File: src/rtl/instr_encoder.sv
// Inverse of the opcode control decoder: maps a control bundle back to its
// opcode, packs a 32-bit instruction and streams it into instruction memory.
module instr_encoder #(
   parameter int DEPTH     = 256,
   parameter int ADDR_W    = 8,
   parameter int BASE_ADDR = 0
) (
   input  logic              clk,
   input  logic              rst_n,
   input  logic              start,
   input  logic              in_valid,
   output logic              in_ready,
   input  logic [4:0]        in_ctrl,
   input  logic [3:0]        in_aluctl,
   input  logic              in_alt,
   input  logic [3:0]        in_rd,
   input  logic [3:0]        in_rs1,
   input  logic [3:0]        in_rs2,
   input  logic [14:0]       in_imm,
   input  logic              last,
   output logic              imem_we,
   output logic [ADDR_W-1:0] imem_addr,
   output logic [31:0]       imem_wdata,
   output logic [ADDR_W:0]   count,
   output logic              busy,
   output logic              done,
   output logic              err
);

   typedef enum logic [1:0] {IDLE, RUN, DONE, ERR} state_t;

   localparam logic [1:0] F_R = 2'd0;
   localparam logic [1:0] F_I = 2'd1;
   localparam logic [1:0] F_S = 2'd2;
   localparam logic [ADDR_W:0] DEPTH_C = (ADDR_W+1)'(DEPTH);

   state_t            state_q, state_d;
   logic [ADDR_W:0]   count_q, count_d;
   logic              we_q, we_d;
   logic [ADDR_W-1:0] addr_q, addr_d;
   logic [31:0]       wdata_q, wdata_d;

   logic [4:0]  op;
   logic [1:0]  fmt;
   logic        legal;
   logic        accept;
   logic        overflow;
   logic [31:0] word;

   always_comb begin
      op    = 5'b00000;
      fmt   = F_R;
      legal = 1'b1;
      unique case ({in_ctrl, in_aluctl})
         9'b10000_0011: op = 5'b00111;
         9'b10000_0000: op = 5'b00001;
         9'b10000_0100: op = 5'b00010;
         9'b10000_0001: op = 5'b00011;
         9'b10000_0010: op = 5'b00100;
         9'b10000_0101: op = 5'b00101;
         9'b00100_0000: begin
            op  = in_alt ? 5'b01001 : 5'b01000;
            fmt = F_S;
         end
         9'b11000_0000: begin op = 5'b10000; fmt = F_I; end
         9'b11000_1000: begin op = 5'b10001; fmt = F_I; end
         9'b11000_1001: begin op = 5'b10010; fmt = F_I; end
         9'b01010_0000: begin op = 5'b10011; fmt = F_S; end
         9'b11001_0000: begin
            op  = in_alt ? 5'b10100 : 5'b10101;
            fmt = F_I;
         end
         default: legal = 1'b0;
      endcase
   end

   always_comb begin
      word = {op, in_rd, in_rs1, in_rs2, 15'd0};
      if (fmt == F_I) word = {op, in_rd, in_rs1, 4'd0, in_imm};
      if (fmt == F_S) word = {op, 4'd0, in_rs1, in_rs2, in_imm};
   end

   assign accept   = in_valid && in_ready;
   assign overflow = (state_q == RUN) && in_valid && (count_q == DEPTH_C);

   always_ff @(posedge clk) begin
      if (!rst_n) begin
         state_q <= IDLE;
         count_q <= '0;
         we_q    <= 1'b0;
         addr_q  <= ADDR_W'(BASE_ADDR);
         wdata_q <= '0;
      end else begin
         state_q <= state_d;
         count_q <= count_d;
         we_q    <= we_d;
         addr_q  <= addr_d;
         wdata_q <= wdata_d;
      end
   end

   // Error paths take priority over last so a bad final bundle never reports done.
   always_comb begin
      state_d = state_q;
      unique case (state_q)
         IDLE: if (start) state_d = RUN;
         RUN: begin
            if (overflow || (accept && !legal)) state_d = ERR;
            else if (accept && last)            state_d = DONE;
         end
         DONE, ERR: if (start) state_d = RUN;
         default: state_d = IDLE;
      endcase
   end

   always_comb begin
      count_d = count_q;
      we_d    = 1'b0;
      addr_d  = addr_q;
      wdata_d = wdata_q;
      if (state_q != RUN && start) count_d = '0;
      if (accept && legal) begin
         we_d    = 1'b1;
         addr_d  = ADDR_W'(BASE_ADDR) + count_q[ADDR_W-1:0];
         wdata_d = word;
         count_d = count_q + 1'b1;
      end
   end

   always_comb begin
      in_ready = (state_q == RUN) && (count_q < DEPTH_C);
      busy     = (state_q == RUN);
      done     = (state_q == DONE);
      err      = (state_q == ERR);
   end

   assign imem_we    = we_q;
   assign imem_addr  = addr_q;
   assign imem_wdata = wdata_q;
   assign count      = count_q;

endmodule

File: config.mk
export PLATFORM = sky130hd
export DESIGN_NAME = instr_encoder
export DESIGN_NICKNAME = d
export VERILOG_FILES = /design/src/rtl/instr_encoder.sv
export SDC_FILE = /design/constraint.sdc
export NUM_CORES = 1
export LEC_CHECK = 0
export ABC_AREA = 1
export CAP_MARGIN = 20
export CORE_ASPECT_RATIO = 1.1
export CORE_MARGIN = 2
export CORE_UTILIZATION = 45
export CTS_BUF_LIST = sky130_fd_sc_hd__clkbuf_2
export CTS_CLUSTER_DIAMETER = 60
export DETAILED_ROUTE_END_ITERATION = 12
export GPL_TIMING_DRIVEN = 0
export PLACE_DENSITY = 0.85
export SLEW_MARGIN = 10
export SYNTH_ARGS = -nofsm -noshare
export SYNTH_HDL_FRONTEND = slang
export SYNTH_SLANG_ARGS = --single-unit
File: constraint.sdc
create_clock -name clk -period 2.2 [get_ports clk]
set_input_delay 0.55 -clock clk [delete_from_list [all_inputs] [get_ports clk]]
set_output_delay 0.55 -clock clk [all_outputs]
set_load 0.05 [all_outputs]
# == Word-level counts from Yosys, hierarchy flattened ==
# Cells that the tools add are included.
# classes
muxes,14
eq_ne,21
addsub,1
n_lt_le_gt_ge,1
reduce_logical,17
# ops
cell,n
$eq 9x9->1 const B,11
$pmux 5 s12,1
$mux 27,1
$mux 19,1
$mux 9,2
$reduce_or 12->1,1
$add 9x1->9 const B,1
$eq 9x7->1 const B,1
$eq 9x8->1 const B,1
$lt 9x9->1 const B,1
$logic_and 1x1->1,8
$pmux 2 s2,2
$eq 2x2->1 const B,3
$mux 2,3
$eq 2x1->1 const B,2
$mux 1,4
$ne 2x1->1 const B,2
$reduce_or 4->1,1
$ne 3x1->1 const B,1
$reduce_or 3->1,1
$logic_not 2->1,1
$reduce_and 2->1,1
$reduce_bool 2->1,1
$reduce_or 2->1,1
2 further kinds,2
# totals
wordCells,59
out_inout_bits,54
input_bits,42
register_bits,52

# == Longest topological paths before layout ==
# Gate-level depths: netlist (run 1).
# depth
ltp_word,8
mapped_depth,13
ltp_nobuf,12

# == Least setup slack after synthesis (run 1) ==
# No wires, ideal clock.
# synth_path
path_type,reg2reg
from,"register count_q[1], in the netlist count[1]"
to,"register count_q[8], in the netlist count[8]"
n_path_buf,0
synth_period_minus_slack_ps,1873
setup_ps,132
slack_ps,327
required_time_ps,2068
path_stages_with_launch,10
arrival_time_ps,1740
path_cell_list,dfxtp_1 > ha_1 > nand2_1 > nor2_1 > nand2_1 > nor3_1 > nand2_1 > xnor2_1 > nand2_1 > a21oi_1
# synth_between
elab_chain_cells,5
word_cells_on_any_way,7
cone_classes,1 x add/sub; 1 x order compare; 1 x mux; 4 x reduce/logical
# synth_lines
element,line,rtl
from (decl),38,"logic [ADDR_W:0] count_q, count_d;"
from (signal assigned),95,count_q <= count_d;
$lt 9x9->1,131,in_ready = (state_q == RUN) && (count_q < DEPTH_C);
$logic_and 1x1->1,131,
$logic_and 1x1->1,83,assign accept = in_valid && in_ready;
$logic_and 1x1->1,122,if (accept && legal) begin
$mux 9 / $reduce_bool 2->1 (equally long branches),-,
# Parallel ways exist; a longest one is shown, timed or not.
# A chain may end at the register's enable or synchronous reset.

# == Worst setup path in the final report (run 1) ==
# layout_path
from,"register count_q[2], in the netlist count[2]"
to,output count[2]
# layout_rtl
element,line,rtl
to (decl),24,"output logic [ADDR_W:0] count,"
# No word-level cell between the ends.

==> impl_metrics.tcl, run 1 <==
set metrics [dict create \
    firstDrtPassIters 4 \
    cts_inserted_buffers 5 \
    antenna_left 0 \
    ctsHoldBuffers 0 \
    finalMaxSlewViolations 0 \
    routed_wl_mm 6.694 \
    path_cells "dlygate4sd2_1" \
    cts-htree-levels 2 \
    yosysSeqAreaShare 0.4365 \
    synth_top_family_by_area "simple AND/OR/NAND/NOR gates" \
    power_mw 1.592 \
    hold_class "reg2reg" \
    drc_errors 0 \
    synth_seq_cells 52 \
    viasPerCell 5.242 \
    ir_drop_v 0.0002602 \
    grt_usage 0.2322 \
    drive_above_1_share 0.08467 \
    grt_start_max_net_pins 18 \
    seq_area_sq_um 1041 \
    p_leak_nw 1.912 \
    ys_types 31 \
    worstPathArrival_ns 1.54 \
    yosys_warnings 0 \
    crit_cells 1 \
    cts_root_buf "clkbuf_2" \
    yosysTopAreaCell "dfxtp_1" \
    path_buf_inv 1 \
    reg2reg_depth 6 \
    cts_setup_buffers 0 \
    fp.coreArea_sq_um 5067 \
    n_antenna_cell 0 \
    netlist.area_leader.share 0.4365 \
    first_global_vias 2468 \
    synthesis.instances 334 \
    fin_area_sq_um 3470 \
    max_cap_viol_count 0 \
    antenna_found_initial 0 \
    cts_buffer_depth 2 \
    r2r-end "imem_wdata[27]" \
    cts_tree "built" \
    r2r_start "state_q[0]" \
    die_w_um 73.41 \
    crit_end "count[2]" \
    synth-xor-area-share 0.007345 \
    drtIter0Drc 70 \
    cpLargestDelayFamily "buffers and inverters" \
    synth_edf_count 0 \
    die_h_um 80.35 \
    status "finished clean" \
    async_flop_share 0 \
    final_nets 480 \
    setup_viol 0 \
    syn_area_sq_um 2385 \
    synth-main-ff-cell "dfxtp_1" \
    reg2reg_slack_ns 0.26 \
    port_buffers 95 \
    worst_pin_slew_ns 0.8140 \
    fmax_mhz 478.3 \
    slowest_delay_ns 0.57 \
    areaGrowthSynthToFinish_pct 45.49 \
    vias 2595 \
    worst_setup_path_startpoint "count[2]" \
    cp.required_ns 1.65 \
    rows 27 \
    p_per_area_nw_per_um2 458.9 \
    cp_slowest_cell "dlygate4sd2_1" \
    synth_compound_area_frac 0.09706 \
    relSlewSlack 0.4531 \
    synthMuxAreaShare 0 \
    fin_util 0.6847 \
    hold_viol 0 \
    dieArea_sq_um 5898 \
    hold_path_depth 2 \
    worstPathMaxFanout 7 \
    clk-insertion-delay-late_ns 0.46 \
    grt_pass1_wl_mm 10.82 \
    wl_per_cell_um 13.52 \
    clkSinkCount 52 \
    multi_input_area_sq_um 1181 \
    synthSimpleGateAreaFrac 0.3652 \
    hpwl_mm 5.158 \
    gr-total-overflow 0 \
    fin_worst_skew_ns 0.04926 \
    synth_nets 378 \
    timing.final.crit_period_ns 2.091 \
    start_util 0.4706 \
    globalplace.congestion 0.8519 \
    synth_area_per_cell_sq_um 7.140 \
    clk_pin_slew_worst_paths_ns 0.30 \
    place_area_sq_um 3408 \
    synthAdderAreaFrac 0.01049 \
    fillerInstances 465 \
    crit_path_end_kind "output port" \
    synth_commonest_cells "nand3_1, nand2_1, dfxtp_1, nor2_1, inv_1" \
    io_pins 96 \
    startpoint_type "register" \
    ys_top_cells_by_area "dfxtp_1, nand3_1, nand2_1" \
    period_share 0.9502 \
    crit_type "reg2out" \
    synth.most_common_cell "nand3_1" \
]
==> state kept, by name, indices dropped and copies added, names as in the netlist <==
| register | count |
|---|---|
| imem_addr | 8 |
| imem_we | 1 |
| count | 9 |
| state_q | 2 |
| imem_wdata | 32 |
==> how the worst min path moves through the flow <==
stage               slack (ns)        endpoint           start
floorplan                 0.45      state_q[1]      state_q[1]
global placement          0.45  imem_wdata[31]  imem_wdata[31]
detailed placement        0.46   imem_wdata[4]   imem_wdata[4]
CTS                       0.49   imem_wdata[4]   imem_wdata[4]
global route              0.50   imem_wdata[4]   imem_wdata[4]
finish                    0.48  imem_wdata[31]  imem_wdata[31]
==> repair_timing <==
action / CTS / global route
pin swaps: 0 / 1
resized for setup: 44 / 29
endpoints found under the setup margin: 43 / 57
gates cloned: 0 / 0
==> area by class of cell <==
| class | count | share of cell area |
|---|---|---|
| clock buffer | 5 | 0.007212 |
| timing repair buffer | 95 | 0.2672 |
| inverter | 27 | 0.02993 |
| buffer | 15 | 0.02813 |
| clock inverter | 3 | 0.006131 |
| sequential | 52 | 0.3000 |
| multi-input combinational | 240 | 0.3404 |
| tap | 58 | 0.02092 |
==> cells by family after synthesis <==
kind of cell | after synthesis
xor+xnor | 2
simple gates | 192
compound gates | 44
buf+inv | 42
flops | 52
fa+ha+maj | 2
==> report_power, final <==
| part | switching [mW] | total, mW | internal (mW) |
|---|---|---|---|
| Clock | 0.319 | 0.400 | 0.0804 |
| Sequential | 0.00623 | 0.960 | 0.953 |
| Combinational | 0.135 | 0.233 | 0.0980 |
==> layout by cell type, fill, tap and decap left out, types with 9 or more instances in the layout <==
cell type	count
nand3_1	70
nand2_1	64
dfxtp_1	52
dlygate4sd2_1	41
clkdlybuf4s50_1	37
nor2_1	36
inv_1	24
a21oi_1	19
dlymetal6s2s_1	15
o21ai_0	12
o21ai_1	9
==> layer usage <==
metal  up-vias  global-route usage  routed length (um)
li1       1308                   -                   -
met1      1184              0.2698                2751
met3        14             0.03890                 292
met4         0             0.07818                 166
met2        89              0.4243                3484
met5         -                   0                   0
==> through the flow <==
stage / setup WS, ns / setup TNS (ns) / std cells / hold WS (ns)
floorplan: 0.3274 / 0 / 334 / 0.4521
global placement: -0.5219 / -18.77 / 487 / 0.4547
detailed placement: -0.5488 / -20.82 / 487 / 0.4591
CTS: 0.002306 / 0 / 495 / 0.4868
global route: -0.005206 / -0.009839 / 495 / 0.5019
finish: 0.1095 / 0 / 495 / 0.4843
Power figures use the tool's default switching activity.
==> run 2: changes to the inputs <==
--- a/config.mk
+++ b/config.mk
@@ -6,7 +6,6 @@
 export NUM_CORES = 1
 export LEC_CHECK = 0
 export ABC_AREA = 1
-export CAP_MARGIN = 20
 export CORE_ASPECT_RATIO = 1.1
 export CORE_MARGIN = 2
 export CORE_UTILIZATION = 45
==> results of run 2 <==
Same layout as run 1: the final DEF is identical, and so are final timing and power.
